===== src/rtl/ita_output_buffer.sv =====
// Output staging buffer for the ITA datapath: per-lane masking, small FIFO and tile-boundary tracking.
// Optional same-cycle bypass when empty is enabled with `define ITA_OUT_BYPASS_EN.
module ita_output_buffer #(
    parameter int unsigned N     = 16,
    parameter int unsigned WO    = 8,
    parameter int unsigned M     = 64,
    parameter int unsigned DEPTH = 2
) (
    input  logic                         clk_i,
    input  logic                         rst_ni,
    input  logic                         clear_i,
    input  logic                         valid_i,
    output logic                         ready_o,
    input  logic [N*WO-1:0]              data_i,
    input  logic [N-1:0]                 mask_i,
    output logic                         valid_o,
    input  logic                         ready_i,
    output logic [N*WO-1:0]              data_o,
    output logic                         tile_done_o,
    output logic [$clog2(DEPTH+1)-1:0]   usage_o,
    output logic                         overflow_o
);

    localparam int unsigned DW    = N * WO;
    localparam int unsigned BEATS = (M * M) / N;
    localparam int unsigned CW    = (BEATS > 1) ? $clog2(BEATS) : 1;
    localparam int unsigned PW    = (DEPTH > 1) ? $clog2(DEPTH) : 1;
    localparam int unsigned UW    = $clog2(DEPTH + 1);

    logic [DW-1:0] mem [DEPTH];
    logic [PW-1:0] wr_ptr;
    logic [PW-1:0] rd_ptr;
    logic [UW-1:0] count;
    logic [CW-1:0] beat_cnt;
    logic          overflow_q;

    logic [DW-1:0] masked;
    logic          full;
    logic          empty;
    logic          bypass;
    logic          push;
    logic          pop;
    logic          wr_en;
    logic          rd_en;

    // Pointers wrap modulo DEPTH, which need not be a power of two.
    function automatic logic [PW-1:0] ptr_inc(input logic [PW-1:0] p);
        return (p == PW'(DEPTH - 1)) ? '0 : p + PW'(1);
    endfunction

    // Disabled lanes are forced to zero before the beat is stored or bypassed.
    always_comb begin
        masked = data_i;
        for (int i = 0; i < int'(N); i++) begin
            if (!mask_i[i]) begin
                masked[i*WO +: WO] = '0;
            end
        end
    end

    assign full  = (count == UW'(DEPTH));
    assign empty = (count == '0);

`ifdef ITA_OUT_BYPASS_EN
    assign bypass = empty && valid_i && ready_i;
`else
    assign bypass = 1'b0;
`endif

    assign ready_o = !full;
    assign push    = valid_i && !full;
    assign valid_o = !empty || bypass;
    assign pop     = valid_o && ready_i;
    assign wr_en   = push && !bypass;
    assign rd_en   = pop && !bypass;

    assign data_o      = bypass ? masked : (empty ? '0 : mem[rd_ptr]);
    assign tile_done_o = pop && (beat_cnt == CW'(BEATS - 1));
    assign usage_o     = count;
    assign overflow_o  = overflow_q;

    // Storage is not reset; only the valid region addressed by the pointers matters.
    always_ff @(posedge clk_i) begin
        if (wr_en && !clear_i) begin
            mem[wr_ptr] <= masked;
        end
    end

    always_ff @(posedge clk_i or negedge rst_ni) begin
        if (!rst_ni) begin
            wr_ptr     <= '0;
            rd_ptr     <= '0;
            count      <= '0;
            beat_cnt   <= '0;
            overflow_q <= 1'b0;
        end else if (clear_i) begin
            wr_ptr     <= '0;
            rd_ptr     <= '0;
            count      <= '0;
            beat_cnt   <= '0;
            overflow_q <= 1'b0;
        end else begin
            if (wr_en) begin
                wr_ptr <= ptr_inc(wr_ptr);
            end
            if (rd_en) begin
                rd_ptr <= ptr_inc(rd_ptr);
            end
            if (wr_en && !rd_en) begin
                count <= count + UW'(1);
            end else if (!wr_en && rd_en) begin
                count <= count - UW'(1);
            end
            // Beat counter follows the output handshake, bypassed beats included.
            if (pop) begin
                beat_cnt <= tile_done_o ? '0 : beat_cnt + CW'(1);
            end
            if (valid_i && full) begin
                overflow_q <= 1'b1;
            end
        end
    end

endmodule


===== config.mk =====
export PLATFORM = sky130hd
export DESIGN_NAME = ita_output_buffer
export DESIGN_NICKNAME = d
export VERILOG_FILES = /design/src/rtl/ita_output_buffer.sv
export SDC_FILE = /design/constraint.sdc
export NUM_CORES = 1
export LEC_CHECK = 0
export BUFFER_PORTS_ARGS = -buffer_cell sky130_fd_sc_hd__buf_2
export CAP_MARGIN = 30
export CELL_PAD_IN_SITES_DETAIL_PLACEMENT = 1
export CELL_PAD_IN_SITES_GLOBAL_PLACEMENT = 2
export CORE_MARGIN = 8
export CORE_UTILIZATION = 35
export CTS_CLUSTER_DIAMETER = 100
export DETAILED_ROUTE_END_ITERATION = 12
export GPL_TIMING_DRIVEN = 0
export PLACE_DENSITY_LB_ADDON = 0.12
export SLEW_MARGIN = 20
export SYNTH_ARGS = -nofsm -noshare
export SYNTH_HDL_FRONTEND = slang
export SYNTH_SLANG_ARGS = --single-unit

===== constraint.sdc =====
create_clock -name clk_i -period 12.5 [get_ports clk_i]
set_clock_uncertainty 0.1 [all_clocks]
set_input_delay 1.25 -clock clk_i [delete_from_list [all_inputs] [get_ports clk_i]]
set_output_delay 1.25 -clock clk_i [all_outputs]
set_load 0.005 [all_outputs]

==> run_summary.xml, run 1 <==
<?xml version="1.0" encoding="UTF-8"?>
<metrics>
  <group name="place">
    <metric name="port_buffers" unit="">282</metric>
    <metric name="placed_wire_length_estimate" unit="um">21740</metric>
    <metric name="dp_worst_setup_slack" unit="ps">8730</metric>
    <metric name="routabilityCongestion" unit="">0.7068</metric>
    <metric name="placedInstanceArea" unit="mm^2">0.01328</metric>
  </group>
  <group name="drt">
    <metric name="detail_route.vias_per_cell" unit="">4.604</metric>
    <metric name="post-route-drc-count" unit="">0</metric>
    <metric name="drt_pre_antenna_iters" unit="">4</metric>
    <metric name="wl_per_cell" unit="um">18.90</metric>
    <metric name="ant_nets" unit="">0</metric>
    <metric name="drt_iter0_markers" unit="">211</metric>
    <metric name="drt-total-wl" unit="um">28690</metric>
    <metric name="vias" unit="">6989</metric>
  </group>
  <group name="logic_synthesis">
    <metric name="synth-seq-cells" unit="">269</metric>
    <metric name="combinational_family_with_the_most_area_after_synthesis" unit="">simple AND/OR/NAND/NOR gates</metric>
    <metric name="synth_ff_type" unit="">sky130_fd_sc_hd__edfxtp_1</metric>
    <metric name="yosys.area_share.xor_xnor" unit="">0.003949</metric>
    <metric name="synth_top_cell_area_share" unit="">0.6932</metric>
    <metric name="seq_area_frac_synth" unit="">0.7226</metric>
    <metric name="post-synth-top-area-cell" unit="">sky130_fd_sc_hd__edfxtp_1</metric>
    <metric name="post_synth_fa_ha_maj_area_fraction" unit="">0.001128</metric>
    <metric name="leading_cell_type_by_number_of_instances_after_synthesis" unit="">sky130_fd_sc_hd__edfxtp_1</metric>
    <metric name="synth.lib_cells_used.distinct" unit="">34</metric>
    <metric name="top_post_synthesis_cells_by_area" unit="">sky130_fd_sc_hd__edfxtp_1, sky130_fd_sc_hd__mux2i_1, sky130_fd_sc_hd__and2_1</metric>
    <metric name="netlist_instances" unit="">745</metric>
    <metric name="synth_fp_nets" unit="">895</metric>
    <metric name="synth.cells.most_frequent" unit="">sky130_fd_sc_hd__edfxtp_1, sky130_fd_sc_hd__nor2_1, sky130_fd_sc_hd__mux2i_1, sky130_fd_sc_hd__and2_1, sky130_fd_sc_hd__buf_2</metric>
    <metric name="synth-edff-count" unit="">256</metric>
    <metric name="post_synth.cell_area_avg" unit="um^2">14.89</metric>
    <metric name="syn-cell-area" unit="mm^2">0.01109</metric>
    <metric name="ys_async_sr_fraction" unit="">0.04833</metric>
    <metric name="synth-compound-area-share" unit="">0.009703</metric>
    <metric name="number_of_synthesis_warnings" unit="">0</metric>
    <metric name="synthSimpleGateAreaFrac" unit="">0.1311</metric>
    <metric name="portion_of_netlist_area_occupied_by_mux_cells" unit="">0.1164</metric>
  </group>
  <group name="clocking">
    <metric name="cts-root-to-sink-buffers" unit="">3</metric>
    <metric name="cts-buffers-inserted" unit="">31</metric>
    <metric name="cts-hold-fix-buffers" unit="">0</metric>
    <metric name="post_cts_resize_count" unit="">0</metric>
    <metric name="cts_tree" unit="">yes</metric>
    <metric name="clkSlewWorstSetupHoldPaths" unit="ps">60</metric>
    <metric name="cts_setup_buffers" unit="">0</metric>
    <metric name="clock-root-buffer" unit="">sky130_fd_sc_hd__clkbuf_16</metric>
    <metric name="cts-htree-levels" unit="">1</metric>
    <metric name="clkSinkCount" unit="">269</metric>
    <metric name="worst_skew_pair.late_latency" unit="ps">550</metric>
  </group>
  <group name="setup_path">
    <metric name="cpMaxStageDelayCell" unit="">sky130_fd_sc_hd__clkbuf_1</metric>
    <metric name="path_cells" unit="">buf_2, nor2_1, clkbuf_1, buf_2, nor2_1, buf_2</metric>
    <metric name="worst_path_fanout_max" unit="">10</metric>
    <metric name="worstSetupEndpointType" unit="">output port</metric>
    <metric name="critical_path.startpoint_type" unit="">register</metric>
    <metric name="arrival" unit="ps">2650</metric>
    <metric name="worst-setup-path-type" unit="">reg -&gt; out</metric>
    <metric name="worst_path_largest_cell_delay" unit="ps">680</metric>
    <metric name="worst_ep_required_time" unit="ps">11150</metric>
    <metric name="critical-path-top-cell-by-count" unit="">sky130_fd_sc_hd__buf_2</metric>
  </group>
  <group name="pwr">
    <metric name="p_per_area" unit="mW/mm^2">146.1</metric>
    <metric name="design_power_total" unit="uW">2072</metric>
    <metric name="power.leakage" unit="uW">0.005608</metric>
    <metric name="irDropWorstVdd" unit="V">0.0001085</metric>
  </group>
  <group name="sta">
    <metric name="final_critical_path_setup_slack" unit="ps">8504</metric>
    <metric name="drv_slew" unit="">0</metric>
    <metric name="rsz_0062_raised_after_global_routing" unit="">no</metric>
    <metric name="setup_viol" unit="">0</metric>
    <metric name="final-hold-violation-count" unit="">0</metric>
    <metric name="worst_hold_slack" unit="ps">419.5</metric>
    <metric name="worst_slew_margin_rel" unit="">0.4403</metric>
    <metric name="fin_crit" unit="ps">3996</metric>
    <metric name="tightest_slew" unit="ps">835.0</metric>
    <metric name="clock.fmax" unit="MHz">250.2</metric>
    <metric name="period_share" unit="">0.3197</metric>
  </group>
  <group name="die">
    <metric name="coreArea" unit="mm^2">0.03139</metric>
    <metric name="die_footprint" unit="mm^2">0.03764</metric>
    <metric name="die_x" unit="um">194</metric>
    <metric name="placementRows" unit="">65</metric>
    <metric name="height_of_the_die" unit="um">194</metric>
    <metric name="num_io_pins" unit="">283</metric>
    <metric name="effective_utilization_at_floorplan" unit="">0.3532</metric>
  </group>
  <group name="cells_and_area">
    <metric name="layout-drive-gt1-share" unit="">0.3432</metric>
    <metric name="fillCellCount" unit="">3328</metric>
    <metric name="design.final.nets" unit="">1243</metric>
    <metric name="p_r_area_growth_vs_syn" unit="%">27.93</metric>
    <metric name="stdcell_area" unit="mm^2">0.01419</metric>
  </group>
  <group name="job">
    <metric name="cap_viol_max_count" unit="">0</metric>
  </group>
  <group name="outcome">
    <metric name="status" unit="">finished clean</metric>
  </group>
  <group name="global_routing">
    <metric name="grt_pass1_wl" unit="um">43690</metric>
    <metric name="grt_antenna_before_repair" unit="">13</metric>
    <metric name="maximum_number_of_pins_on_one_net_before_global_route_repair" unit="">16</metric>
    <metric name="grtUsageTotal" unit="">0.1468</metric>
    <metric name="global_route.overflow_total" unit="">0</metric>
    <metric name="first_global_vias" unit="">7647</metric>
  </group>
  <group name="min_path">
    <metric name="min-delay-path-class" unit="">reg -&gt; reg</metric>
  </group>
</metrics>
==> cells by family after synthesis <==
family                   after synthesis
buffers and inverters                 35
AND/OR/NAND/NOR                      289
AO/OA/AOI/OAI                         17
multiplexers                         129
XOR/XNOR                               5
flip-flops                           269
adder cells (fa/ha/maj)                1
==> sequential cells by signal, summed over array words and instances (netlist names) <==
| signal | flops |
|---|---|
| beat_cnt | 8 |
| overflow_o | 1 |
| wr_ptr | 1 |
| rd_ptr | 1 |
| mem | 256 |
| usage_o | 2 |
==> final cells by class <==
cell class	count	area, um^2	area share
antenna	3	7.507	0.0005292
clock inverter	13	85.08	0.005998
multi-input combinational	441	2919	0.2058
sequential	269	8013	0.5648
buffer	33	160.2	0.01129
tap	402	503.0	0.03546
clock buffer	40	809.5	0.05706
inverter	2	7.507	0.0005292
timing repair buffer	315	1682	0.1185
==> power by group <==
group          internal, uW  leakage (uW)  switching, uW
Combinational          99.2       0.00259            129
Sequential             1030       0.00258           8.22
Clock                   470      0.000438            336
Total                  1600       0.00561            474
==> placed cells by master (no fill, tap or decap), types with 2 or more instances in the layout <==
cell / count
sky130_fd_sc_hd__buf_2: 307
sky130_fd_sc_hd__edfxtp_1: 256
sky130_fd_sc_hd__nor2_1: 140
sky130_fd_sc_hd__mux2i_1: 129
sky130_fd_sc_hd__and2_1: 128
sky130_fd_sc_hd__clkbuf_16: 31
sky130_fd_sc_hd__buf_4: 28
sky130_fd_sc_hd__clkbuf_1: 14
sky130_fd_sc_hd__dfrtp_1: 13
sky130_fd_sc_hd__clkinv_1: 7
sky130_fd_sc_hd__a21oi_1: 6
sky130_fd_sc_hd__buf_6: 6
sky130_fd_sc_hd__nand2_1: 5
sky130_fd_sc_hd__xor2_1: 4
sky130_fd_sc_hd__clkinv_2: 4
sky130_fd_sc_hd__diode_2: 3
sky130_fd_sc_hd__o21ai_0: 3
sky130_fd_sc_hd__and3_1: 2
sky130_fd_sc_hd__and4_1: 2
sky130_fd_sc_hd__inv_1: 2
sky130_fd_sc_hd__nand2b_1: 2
sky130_fd_sc_hd__a211oi_1: 2
sky130_fd_sc_hd__nand4_1: 2
sky130_fd_sc_hd__a31oi_1: 2
==> path summary, 6_finish.rpt <==
check,slack [ps],end,from,cells after the start
worst max-delay path,8500,data_o[79],usage_o[1],6
worst min-delay path,420,overflow_o,overflow_o,2
worst max register to register,9450,mem[0][41],usage_o[0],10
worst min register to register,420,overflow_o,overflow_o,2
max in group asynchronous,11580,beat_cnt[4],rst_ni,1
min in group asynchronous,480,overflow_o,rst_ni,1
==> critical path: cells and delay by family (launching register included) <==
family / cells / cell delay (ps)
AND/OR/NAND/NOR: 2 / 360
flip-flops: 1 / 370
buffers and inverters: 4 / 1360
==> routing by layer <==
metal	up-vias	global-route usage	part of all wire
met5	-	0	0.0045
met4	22	0.03876	0.023
met3	61	0.05449	0.072
met2	185	0.2536	0.49
met1	3344	0.1697	0.41
li1	3377	-	-
==> stage by stage <==
step,setup TNS [ps],utilization,std cells
final,0,0.4519,1518
after global routing,0,0.4518,1517
after CTS,0,0.4517,1515
after detailed placement,0,0.4232,1462
after global placement,-1324260,0.4142,1429
after floorplan,0,-,745
Note: power is estimated with default switching activity, not from simulation.
==> inputs of run 2 (changes only) <==
clock period = 3.7 ns   (was 12.5 ns; I/O delays follow)
==> run 2 against run 1 <==
Against the previous run:
- sequential cell count unchanged
- via count about the same
- sequential share of layout area down 1.0 points
- worst hold slack worse by 390 ps
- setup slack worse by 7700 ps
- design area up 1.9%
- register-to-register slack worse by 8200 ps
- final cell count up 0.40%
- critical path depth up 1
- clock power rose to 3.3 times the previous value
- first-iteration DRC count down 5.2%
- wire length down 0.39%
==> run_summary.xml, run 2 (same netlist as run 1, synthesis figures left out) <==
<?xml version="1.0" encoding="UTF-8"?>
<metrics>
  <group name="outcome">
    <metric name="status" unit="">finished clean</metric>
  </group>
  <group name="clocking">
    <metric name="cts_tree" unit="">yes</metric>
    <metric name="cts-root-to-sink-buffers" unit="">3</metric>
    <metric name="clkSinkCount" unit="">269</metric>
    <metric name="clock-root-buffer" unit="">sky130_fd_sc_hd__clkbuf_16</metric>
    <metric name="cts-htree-levels" unit="">1</metric>
    <metric name="cts-buffers-inserted" unit="">30</metric>
    <metric name="worst_skew_pair.late_latency" unit="ps">550</metric>
    <metric name="clkSlewWorstSetupHoldPaths" unit="ps">60</metric>
    <metric name="post_cts_resize_count" unit="">0</metric>
  </group>
  <group name="cells_and_area">
    <metric name="seq_area" unit="mm^2">0.008013</metric>
    <metric name="finish.utilization" unit="">0.4603</metric>
    <metric name="layout-drive-gt1-share" unit="">0.3372</metric>
    <metric name="p_r_area_growth_vs_syn" unit="%">30.29</metric>
    <metric name="fillCellCount" unit="">3289</metric>
    <metric name="multiInputGateArea" unit="mm^2">0.002947</metric>
    <metric name="largest_reg_flops" unit="">256</metric>
    <metric name="most-common-layout-cells" unit="">sky130_fd_sc_hd__buf_2, sky130_fd_sc_hd__edfxtp_1, sky130_fd_sc_hd__nor2_1</metric>
    <metric name="design.final.nets" unit="">1245</metric>
    <metric name="regMostFlops" unit="">mem</metric>
    <metric name="final_common_cell" unit="">sky130_fd_sc_hd__buf_2</metric>
  </group>
  <group name="drt">
    <metric name="drt_pre_antenna_iters" unit="">4</metric>
    <metric name="vias" unit="">6993</metric>
    <metric name="drt-total-wl" unit="um">28570</metric>
    <metric name="wl_per_cell" unit="um">18.75</metric>
    <metric name="post-route-drc-count" unit="">0</metric>
    <metric name="ant_nets" unit="">0</metric>
    <metric name="detail_route.vias_per_cell" unit="">4.589</metric>
    <metric name="drt_iter0_markers" unit="">200</metric>
  </group>
  <group name="setup_path">
    <metric name="worst_path_largest_cell_delay" unit="ps">380</metric>
    <metric name="worst_setup_path_startpoint" unit="">usage_o[1]</metric>
    <metric name="critical-path-top-cell-by-count" unit="">sky130_fd_sc_hd__buf_2</metric>
    <metric name="arrival" unit="ps">2400</metric>
    <metric name="worst_ep_required_time" unit="ps">3230</metric>
    <metric name="path_cells" unit="">buf_2, nor2_1, clkbuf_1, buf_8, buf_2, nor2_1, buf_2</metric>
    <metric name="worst_path_fanout_max" unit="">10</metric>
    <metric name="worst-setup-path-type" unit="">reg -&gt; out</metric>
    <metric name="regToRegStartpoint" unit="">usage_o[1]</metric>
    <metric name="critical-path-top-delay-family" unit="">buffers and inverters</metric>
    <metric name="cpMaxStageDelayCell" unit="">sky130_fd_sc_hd__dfrtp_1</metric>
    <metric name="cp_num_buf_inv" unit="">5</metric>
    <metric name="critical_path.startpoint_type" unit="">register</metric>
    <metric name="worstSetupEndpointType" unit="">output port</metric>
  </group>
  <group name="sta">
    <metric name="fin_crit" unit="ps">2866</metric>
    <metric name="timing.setup.tns" unit="ps">0</metric>
    <metric name="clock.fmax" unit="MHz">348.9</metric>
    <metric name="tightest_slew" unit="ps">484.8</metric>
    <metric name="final-hold-violation-count" unit="">0</metric>
    <metric name="worst_slew_margin_rel" unit="">0.6768</metric>
    <metric name="setup_viol" unit="">0</metric>
    <metric name="drv_slew" unit="">0</metric>
    <metric name="period_share" unit="">0.7746</metric>
    <metric name="rsz_0062_raised_after_global_routing" unit="">no</metric>
  </group>
  <group name="min_path">
    <metric name="min-delay-start" unit="">data_i[7]</metric>
    <metric name="min-delay-path-class" unit="">in -&gt; reg</metric>
  </group>
  <group name="global_routing">
    <metric name="first_global_vias" unit="">7739</metric>
    <metric name="global_route.overflow_total" unit="">0</metric>
    <metric name="grt_antenna_before_repair" unit="">10</metric>
    <metric name="grtUsageTotal" unit="">0.1480</metric>
    <metric name="maximum_number_of_pins_on_one_net_before_global_route_repair" unit="">15</metric>
    <metric name="grt_pass1_wl" unit="um">44110</metric>
  </group>
  <group name="pwr">
    <metric name="p_per_area" unit="mW/mm^2">485.1</metric>
    <metric name="irDropWorstVdd" unit="V">0.0004010</metric>
    <metric name="design_power_total" unit="uW">7009</metric>
    <metric name="power.leakage" unit="uW">0.005665</metric>
  </group>
  <group name="place">
    <metric name="placed_wire_length_estimate" unit="um">21670</metric>
    <metric name="routabilityCongestion" unit="">0.7027</metric>
    <metric name="port_buffers" unit="">282</metric>
  </group>
  <group name="die">
    <metric name="height_of_the_die" unit="um">194</metric>
    <metric name="num_io_pins" unit="">283</metric>
    <metric name="placementRows" unit="">65</metric>
    <metric name="die_footprint" unit="mm^2">0.03764</metric>
    <metric name="coreArea" unit="mm^2">0.03139</metric>
    <metric name="effective_utilization_at_floorplan" unit="">0.3532</metric>
    <metric name="die_x" unit="um">194</metric>
  </group>
  <group name="job">
    <metric name="cap_viol_max_count" unit="">0</metric>
  </group>
</metrics>
run 2: cell types whose count changed in the layout (fill, tap and decap cells not counted), moves of 2 or more:
cell	before	now
sky130_fd_sc_hd__buf_8	0	18
sky130_fd_sc_hd__diode_2	3	7
sky130_fd_sc_hd__buf_16	0	2
sky130_fd_sc_hd__buf_4	28	1
sky130_fd_sc_hd__dlygate4sd3_1	0	11
run 2: path summary, 6_finish.rpt:
| kind | to | slack (ps) | cells after the start |
|---|---|---|---|
| max reg2reg | mem[1][93] | 1210 | 9 |
| min in group asynchronous | overflow_o | 140 | 2 |
| min | mem[1][7] | 30 | 2 |
| max | data_o[83] | 830 | 7 |
| min reg2reg | overflow_o | 390 | 2 |
| max in group asynchronous | beat_cnt[4] | 3120 | 2 |
run 2: what timing repair did:
item                                    CTS  global route
hold buffers                             11             0
hold endpoints to repair                 32             0
endpoints found under the setup margin    0             0
setup buffers                             0             0
run 2: metal layers:
layer,vias up,GRT usage,share of wire
li1,3384,-,-
met1,3380,0.1708,0.41
met2,183,0.2574,0.49
met3,38,0.05536,0.081
met4,8,0.03564,0.017
met5,-,0,0.0015
run 2: area by class of cell:
class / count / area share
repair buffers: 318 / 0.1317
diodes: 7 / 0.001212
plain buffers: 33 / 0.01169
well taps: 402 / 0.03481
flip-flops and latches: 269 / 0.5546
clock buffers: 40 / 0.05603
inverters: 2 / 0.0005196
clock inverters: 12 / 0.005542
multi-input cells: 441 / 0.2039
run 2: metrics by stage:
stage	setup WS, ps	area (um^2)	cells	hold slack [ps]
2_1_floorplan	-801.0	11140	745	-25.59
3_3_place_gp	-3057	13050	1429	188.8
3_5_place_dp	1217	13430	1454	181.6
4_1_cts	709.9	14430	1517	0.7737
5_1_grt	605.2	14440	1521	12.50
6_report	833.9	14450	1524	27.70
run 2: report_power, final:
group	internal, uW	switching, uW
sequential	3480	28.5
combinational	363	446
clock	1580	1110
